## src/rtl/trs_cmd_loader.sv

```systemverilog
// TRS-80 /CMD file loader: parses HPS download bytes into RAM writes and a transfer address.
// Optional auto-start of the loaded program is enabled with macro TRS_CMD_AUTOEXEC_EN.
module trs_cmd_loader #(
  parameter logic [7:0] CMD_INDEX = 8'd2
) (
  input  logic        clk_sys,
  input  logic        reset_n,
  input  logic        ioctl_download,
  input  logic [7:0]  ioctl_index,
  input  logic        ioctl_wr,
  input  logic [7:0]  ioctl_dout,
  output logic        ioctl_wait,
  output logic        loader_download,
  output logic        loader_wr,
  output logic [15:0] loader_addr,
  output logic [7:0]  loader_data,
  output logic [15:0] execute_addr,
  output logic        execute_enable,
  output logic        load_error
);

`ifdef TRS_CMD_AUTOEXEC_EN
  localparam bit AUTOEXEC = 1'b1;
`else
  localparam bit AUTOEXEC = 1'b0;
`endif

  typedef enum logic [3:0] {
    S_IDLE, S_TYPE, S_LEN, S_ADR_LO, S_ADR_HI, S_DATA,
    S_XFR_LO, S_XFR_HI, S_SKIP, S_DONE, S_ERR
  } state_t;

  typedef enum logic [1:0] {P_LOAD, P_XFER, P_SKIP} path_t;

  state_t      state;
  path_t       path;
  logic        active;
  logic        act_q;
  logic        xfer_seen;
  logic [8:0]  cnt;
  logic [15:0] blk_addr;
  logic [7:0]  len_m2;

  assign active = ioctl_download && (ioctl_index == CMD_INDEX);
  assign len_m2 = ioctl_dout - 8'd2;

  // act_q resets high so a load already in progress at reset release is not picked up mid-stream.
  always_ff @(posedge clk_sys or negedge reset_n) begin
    if (!reset_n) begin
      state           <= S_IDLE;
      path            <= P_LOAD;
      act_q           <= 1'b1;
      xfer_seen       <= 1'b0;
      cnt             <= 9'd0;
      blk_addr        <= 16'd0;
      ioctl_wait      <= 1'b0;
      loader_download <= 1'b0;
      loader_wr       <= 1'b0;
      loader_addr     <= 16'd0;
      loader_data     <= 8'd0;
      execute_addr    <= 16'd0;
      execute_enable  <= 1'b0;
      load_error      <= 1'b0;
    end else begin
      act_q           <= active;
      loader_download <= active;
      loader_wr       <= 1'b0;
      ioctl_wait      <= 1'b0;
      execute_enable  <= 1'b0;

      if (!active) begin
        if (act_q) begin
          if (AUTOEXEC && xfer_seen && state == S_DONE)
            execute_enable <= 1'b1;
          if (!(state inside {S_DONE, S_TYPE, S_IDLE}))
            load_error <= 1'b1;
        end
        state <= S_IDLE;
      end else if (!act_q) begin
        state        <= S_TYPE;
        load_error   <= 1'b0;
        xfer_seen    <= 1'b0;
        execute_addr <= 16'd0;
        cnt          <= 9'd0;
      end else if (ioctl_wr) begin
        case (state)
          S_TYPE: begin
            if (ioctl_dout >= 8'h20) begin
              state      <= S_ERR;
              load_error <= 1'b1;
            end else begin
              if (ioctl_dout == 8'h01)      path <= P_LOAD;
              else if (ioctl_dout == 8'h02) path <= P_XFER;
              else                          path <= P_SKIP;
              state <= S_LEN;
            end
          end
          S_LEN: begin
            case (path)
              P_LOAD: begin
                // LEN includes the two address bytes; zero remainder means a full 256-byte block.
                cnt   <= (len_m2 == 8'd0) ? 9'd256 : {1'b0, len_m2};
                state <= S_ADR_LO;
              end
              P_XFER: state <= S_XFR_LO;
              default: begin
                cnt   <= (ioctl_dout == 8'd0) ? 9'd256 : {1'b0, ioctl_dout};
                state <= S_SKIP;
              end
            endcase
          end
          S_ADR_LO: begin
            blk_addr[7:0] <= ioctl_dout;
            state         <= S_ADR_HI;
          end
          S_ADR_HI: begin
            blk_addr[15:8] <= ioctl_dout;
            state          <= S_DATA;
          end
          S_DATA: begin
            loader_wr   <= 1'b1;
            ioctl_wait  <= 1'b1;
            loader_addr <= blk_addr;
            loader_data <= ioctl_dout;
            blk_addr    <= blk_addr + 16'd1;
            cnt         <= cnt - 9'd1;
            if (cnt == 9'd1) state <= S_TYPE;
          end
          S_XFR_LO: begin
            execute_addr[7:0] <= ioctl_dout;
            state             <= S_XFR_HI;
          end
          S_XFR_HI: begin
            execute_addr[15:8] <= ioctl_dout;
            xfer_seen          <= 1'b1;
            state              <= S_DONE;
          end
          S_SKIP: begin
            cnt <= cnt - 9'd1;
            if (cnt == 9'd1) state <= S_TYPE;
          end
          default: ;
        endcase
      end
    end
  end

endmodule

```

## config.mk

```make
export PLATFORM = sky130hd
export DESIGN_NAME = trs_cmd_loader
export DESIGN_NICKNAME = d
export VERILOG_FILES = /design/src/rtl/trs_cmd_loader.sv
export SDC_FILE = /design/constraint.sdc
export NUM_CORES = 1
export LEC_CHECK = 0
export BUFFER_PORTS_ARGS = -buffer_cell sky130_fd_sc_hd__buf_2
export CAP_MARGIN = 20
export CORE_MARGIN = 1
export CORE_UTILIZATION = 40
export CTS_CLUSTER_DIAMETER = 200
export DETAILED_ROUTE_END_ITERATION = 10
export GPL_ROUTABILITY_DRIVEN = 0
export PLACE_DENSITY = 0.74
export SLEW_MARGIN = 10
export SYNTH_ARGS = -nofsm -noshare
export SYNTH_HDL_FRONTEND = slang
export SYNTH_SLANG_ARGS = --single-unit
export TNS_END_PERCENT = 1
```

## constraint.sdc

```tcl
create_clock -name clk_sys -period 1.86 [get_ports clk_sys]
set_input_delay 0.372 -clock clk_sys [delete_from_list [all_inputs] [get_ports clk_sys]]
set_output_delay 0.372 -clock clk_sys [all_outputs]
set_load 0.01 [all_outputs]
```

==> load_flow_metrics.sql <==
INSERT INTO impl_metrics (metric_group, metric, value, unit) VALUES
('run_status', 'run_status', 'finished, violations left', ''),
('run_status', 'failing_checks', 'setup timing', ''),
('critical_path', 'r2r_slack', '-0.02', 'ns'),
('power', 'worst_ir_drop_vdd', '393', 'uV'),
('yosys', 'post-synth-top-area-fraction', '45.0', '%'),
('yosys', 'synth_enable_flop_cells', '0', ''),
('die', 'initial_utilization', '41.7', '%'),
('yosys', 'post_synth_instance_area', '0.00411', 'mm2'),
('clocking', 'clkSlewWorstSetupHoldPaths', '0.09', 'ns'),
('routing', 'wl_per_cell', '16.0', 'um'),
('power', 'clockPowerShare', '41.3', '%'),
('place', 'dpl.hpwl', '7.53', 'mm'),
('yosys', 'synth.net_count', '463', ''),
('place', 'io_buffer_count', '63', ''),
('timing', 'fin_crit_sh', '101', '%'),
('critical_path', 'worst-setup-path-type', 'flop to flop', ''),
('timing', 'hold_viol', '0', ''),
('power', 'power.static_leakage', '2.45', 'nW'),
('power', 'share_of_power_burned_in_combinational_logic', '5.5', '%'),
('timing', 'fmax', '532', 'MHz'),
('clocking', 'h-tree-depth', '3', ''),
('timing', 'tns', '-0.0288', 'ns'),
('final_layout', 'area_growth', '27.5', '%'),
('clocking', 'ctsHoldBuffers', '0', ''),
('clocking', 'cts_tree', 'yes', ''),
('die', 'chipWidth', '103', 'um'),
('clocking', 'clk_root_buffer_cell', 'clkbuf_8', ''),
('timing', 'worst_slew_pin_slew', '0.585', 'ns'),
('clocking', 'clk-insertion-delay-late', '0.36', 'ns'),
('final_layout', 'design_area', '0.00524', 'mm2'),
('critical_path', 'worst_r2r_startpoint', 'state[3]', ''),
('clocking', 'ctsLongestPathBuffers', '2', ''),
('clocking', 'numClockSinks', '75', ''),
('routing', 'vias_per_cell', '5.56', ''),
('place', 'dpl_cell_area', '0.00489', 'mm2'),
('yosys', 'post_synth.cell_area_avg', '9.39', 'um2'),
('die', 'die_height', '103', 'um'),
('critical_path', 'slowest_stage', 'or4_4', ''),
('yosys', 'syn_inst', '438', ''),
('power', 'switching_power_total', '0.756', 'mW'),
('final_layout', 'count_of_antenna_diodes_in_the_layout', '0', ''),
('die', 'row_count', '36', ''),
('routing', 'route.vias.total', '3760', ''),
('critical_path', 'path_depth_of_the_worst_reg2reg_path', '5', ''),
('routing', 'drc_errors', '0', ''),
('final_layout', 'drive_above_1_share', '35.7', '%'),
('timing', 'finalClockSkew', '0.0107', 'ns'),
('critical_path', 'critical_path.cell_chain', 'or2_1 -> or4_4 -> a31o_2 -> o21ai_1 -> o21ai_0', ''),
('yosys', 'synth_area_leader_cell', 'dfrtp_1', ''),
('grt', 'global_route.overflow_total', '0', ''),
('yosys', 'synth-async-reset-ratio', '100', '%'),
('critical_path', 'worst-path-max-fanout', '5', ''),
('routing', 'routed_wl', '10.8', 'mm'),
('yosys', 'cell_types_occupying_the_most_area_after_synthesis', 'dfrtp_1, mux2_2, nand2_1', ''),
('run', 'maxCapViolCount', '0', ''),
('power', 'internal_power', '2.31', 'mW'),
('critical_path', 'critical-path-max-stage-delay', '0.51', 'ns'),
('yosys', 'synth.ff_latch_count', '75', ''),
('grt', 'pin_count_of_the_biggest_net_entering_global_routing', '76', ''),
('timing', 'setup-violations-final', '2', ''),
('timing', 'timing.final.ws_setup', '-0.0186', 'ns'),
('power', 'p_per_area', '585', 'mW/mm2'),
('timing', 'rsz_0062_raised_after_global_routing', 'yes', ''),
('routing', 'drt_pre_antenna_iters', '5', ''),
('die', 'core_area', '0.00986', 'mm2'),
('yosys', 'synth_cell_types', '60', ''),
('hold_path', 'hold_path_class', 'input port to async pin', ''),
('clocking', 'tritoncts_buffers', '9', ''),
('critical_path', 'reg_to_reg_endpoint', 'cnt[7]', ''),
('critical_path', 'cp_arrival', '2.11', 'ns'),
('routing', 'route.antenna.remaining_nets', '0', '');
## layout make-up
cell class / instances / area, um2
clock buffers: 9 / 124
clock inverters: 6 / 66.3
fillers: 894 / 4620
inverters: 10 / 37.5
multi-input cells: 323 / 2150
flip-flops and latches: 75 / 1880
well taps: 133 / 166
repair buffers: 120 / 812
## stage by stage
step	utilization, %	cells	setup WS (ns)	hold WS [ns]	power (mW)
detailed placement	49.6	654	-0.238	0.437	1.83
global placement	49.6	654	-0.165	0.433	1.83
finish	53.1	676	-0.0186	0.0436	3.06
global route	53.1	676	-0.0590	0.0685	3.17
CTS	52.2	674	-0.0230	0.0518	3.08
floorplan	-	438	0.0347	0.0764	1.73
## worst max-delay path by stage
| stage | from | to | slack [ns] | cells after the start |
|---|---|---|---|---|
| after floorplan | state[3] | loader_addr[10] | 0.03 | 5 |
| after global placement | ioctl_index[0] | blk_addr[13] | -0.17 | 6 |
| after detailed placement | ioctl_index[0] | blk_addr[12] | -0.24 | 6 |
| after CTS | state[2] | state[2] | -0.02 | 7 |
| after global routing | state[1] | state[2] | -0.06 | 7 |
| final | state[3] | cnt[7] | -0.02 | 5 |
## synthesized netlist by cell type (5+ instances only)
library cell  number
nor2_1            24
ha_1               5
nor2b_1            7
nand2_1           58
o21ai_0           38
nand4_1            7
nor3b_1            7
buf_4              5
nor4_1             6
xnor2_1            8
dfrtp_1           74
clkbuf_1          20
inv_1             10
a21oi_1           31
a2bb2oi_1          7
o22ai_1            8
mux2_2            26
nor3_1            17
buf_2              5
nand3_1           10
## power by group through the flow
stage                     clock network (mW)  logic, mW  registers [mW]
final                                   1.27      0.170            1.63
after global routing                    1.35      0.189            1.63
after CTS                               1.28      0.170            1.63
after detailed placement                   0      0.170            1.66
after global placement                     0      0.166            1.66
after floorplan                            0     0.0719            1.66
## critical path, delay by kind of cell (launching register included)
kind	cells	cell delay (ns)
AO/OA/AOI/OAI	3	0.54
flip-flops	1	0.43
AND/OR/NAND/NOR	2	0.77
## placed cells by master (no fill, tap or decap), types with 4 or more instances in the layout
cell        n
xnor2_1     8
buf_12      4
o21ai_0    28
a31oi_1     4
a2bb2oi_1   7
nand2b_1    4
nor3b_1     6
nand3_1    10
nor3_1     15
a21oi_1    30
nand4_1     7
buf_2      63
dfrtp_1    72
mux2_2     26
or3_1       4
nor2_1     23
clkbuf_8    9
o22ai_1     8
nor2b_1     7
o21ai_1    14
buf_4      49
nand2_1    58
inv_1      10
ha_1        4
nor4_1      4
## flip-flops by register name (all words and copies together) (netlist names)
name and count:
loader_wr 1, path 2, state 4, execute_addr 16
loader_addr 16, load_error 1, cnt 9, loader_data 8
loader_download 1, act_q 1, blk_addr 16
## logic make-up after synthesis
| kind of cell | synth area share, % |
|---|---|
| AOI/OAI and AO/OA | 16.2 |
| adders and majority gates | 1.52 |
| muxes | 7.88 |
| xor gates and xnor gates | 2.13 |
| other | 0.0912 |
| buffers and inverters | 4.53 |
| DFF | 45.7 |
| and+or+nand+nor | 22.0 |
## metal layers
layer	wire, um	vias up	GRT usage, %	part of all wire, %
li1	-	1775	-	-
met3	643	27	4.37	6.0
met2	5280	143	35.2	49
met1	4620	1815	27.2	43
met5	0	-	0	0
met4	248	0	9.43	2.3
## repair_timing
| item | in CTS | in global routing |
|---|---|---|
| gates resized for setup | 9 | 26 |
| buffers inserted | 5 | 1 |
| gates cloned | 0 | 1 |
| setup endpoints to repair | 35 | 51 |
| pin swaps | 5 | 9 |
No activity file was read; power rests on OpenSTA's default activity.
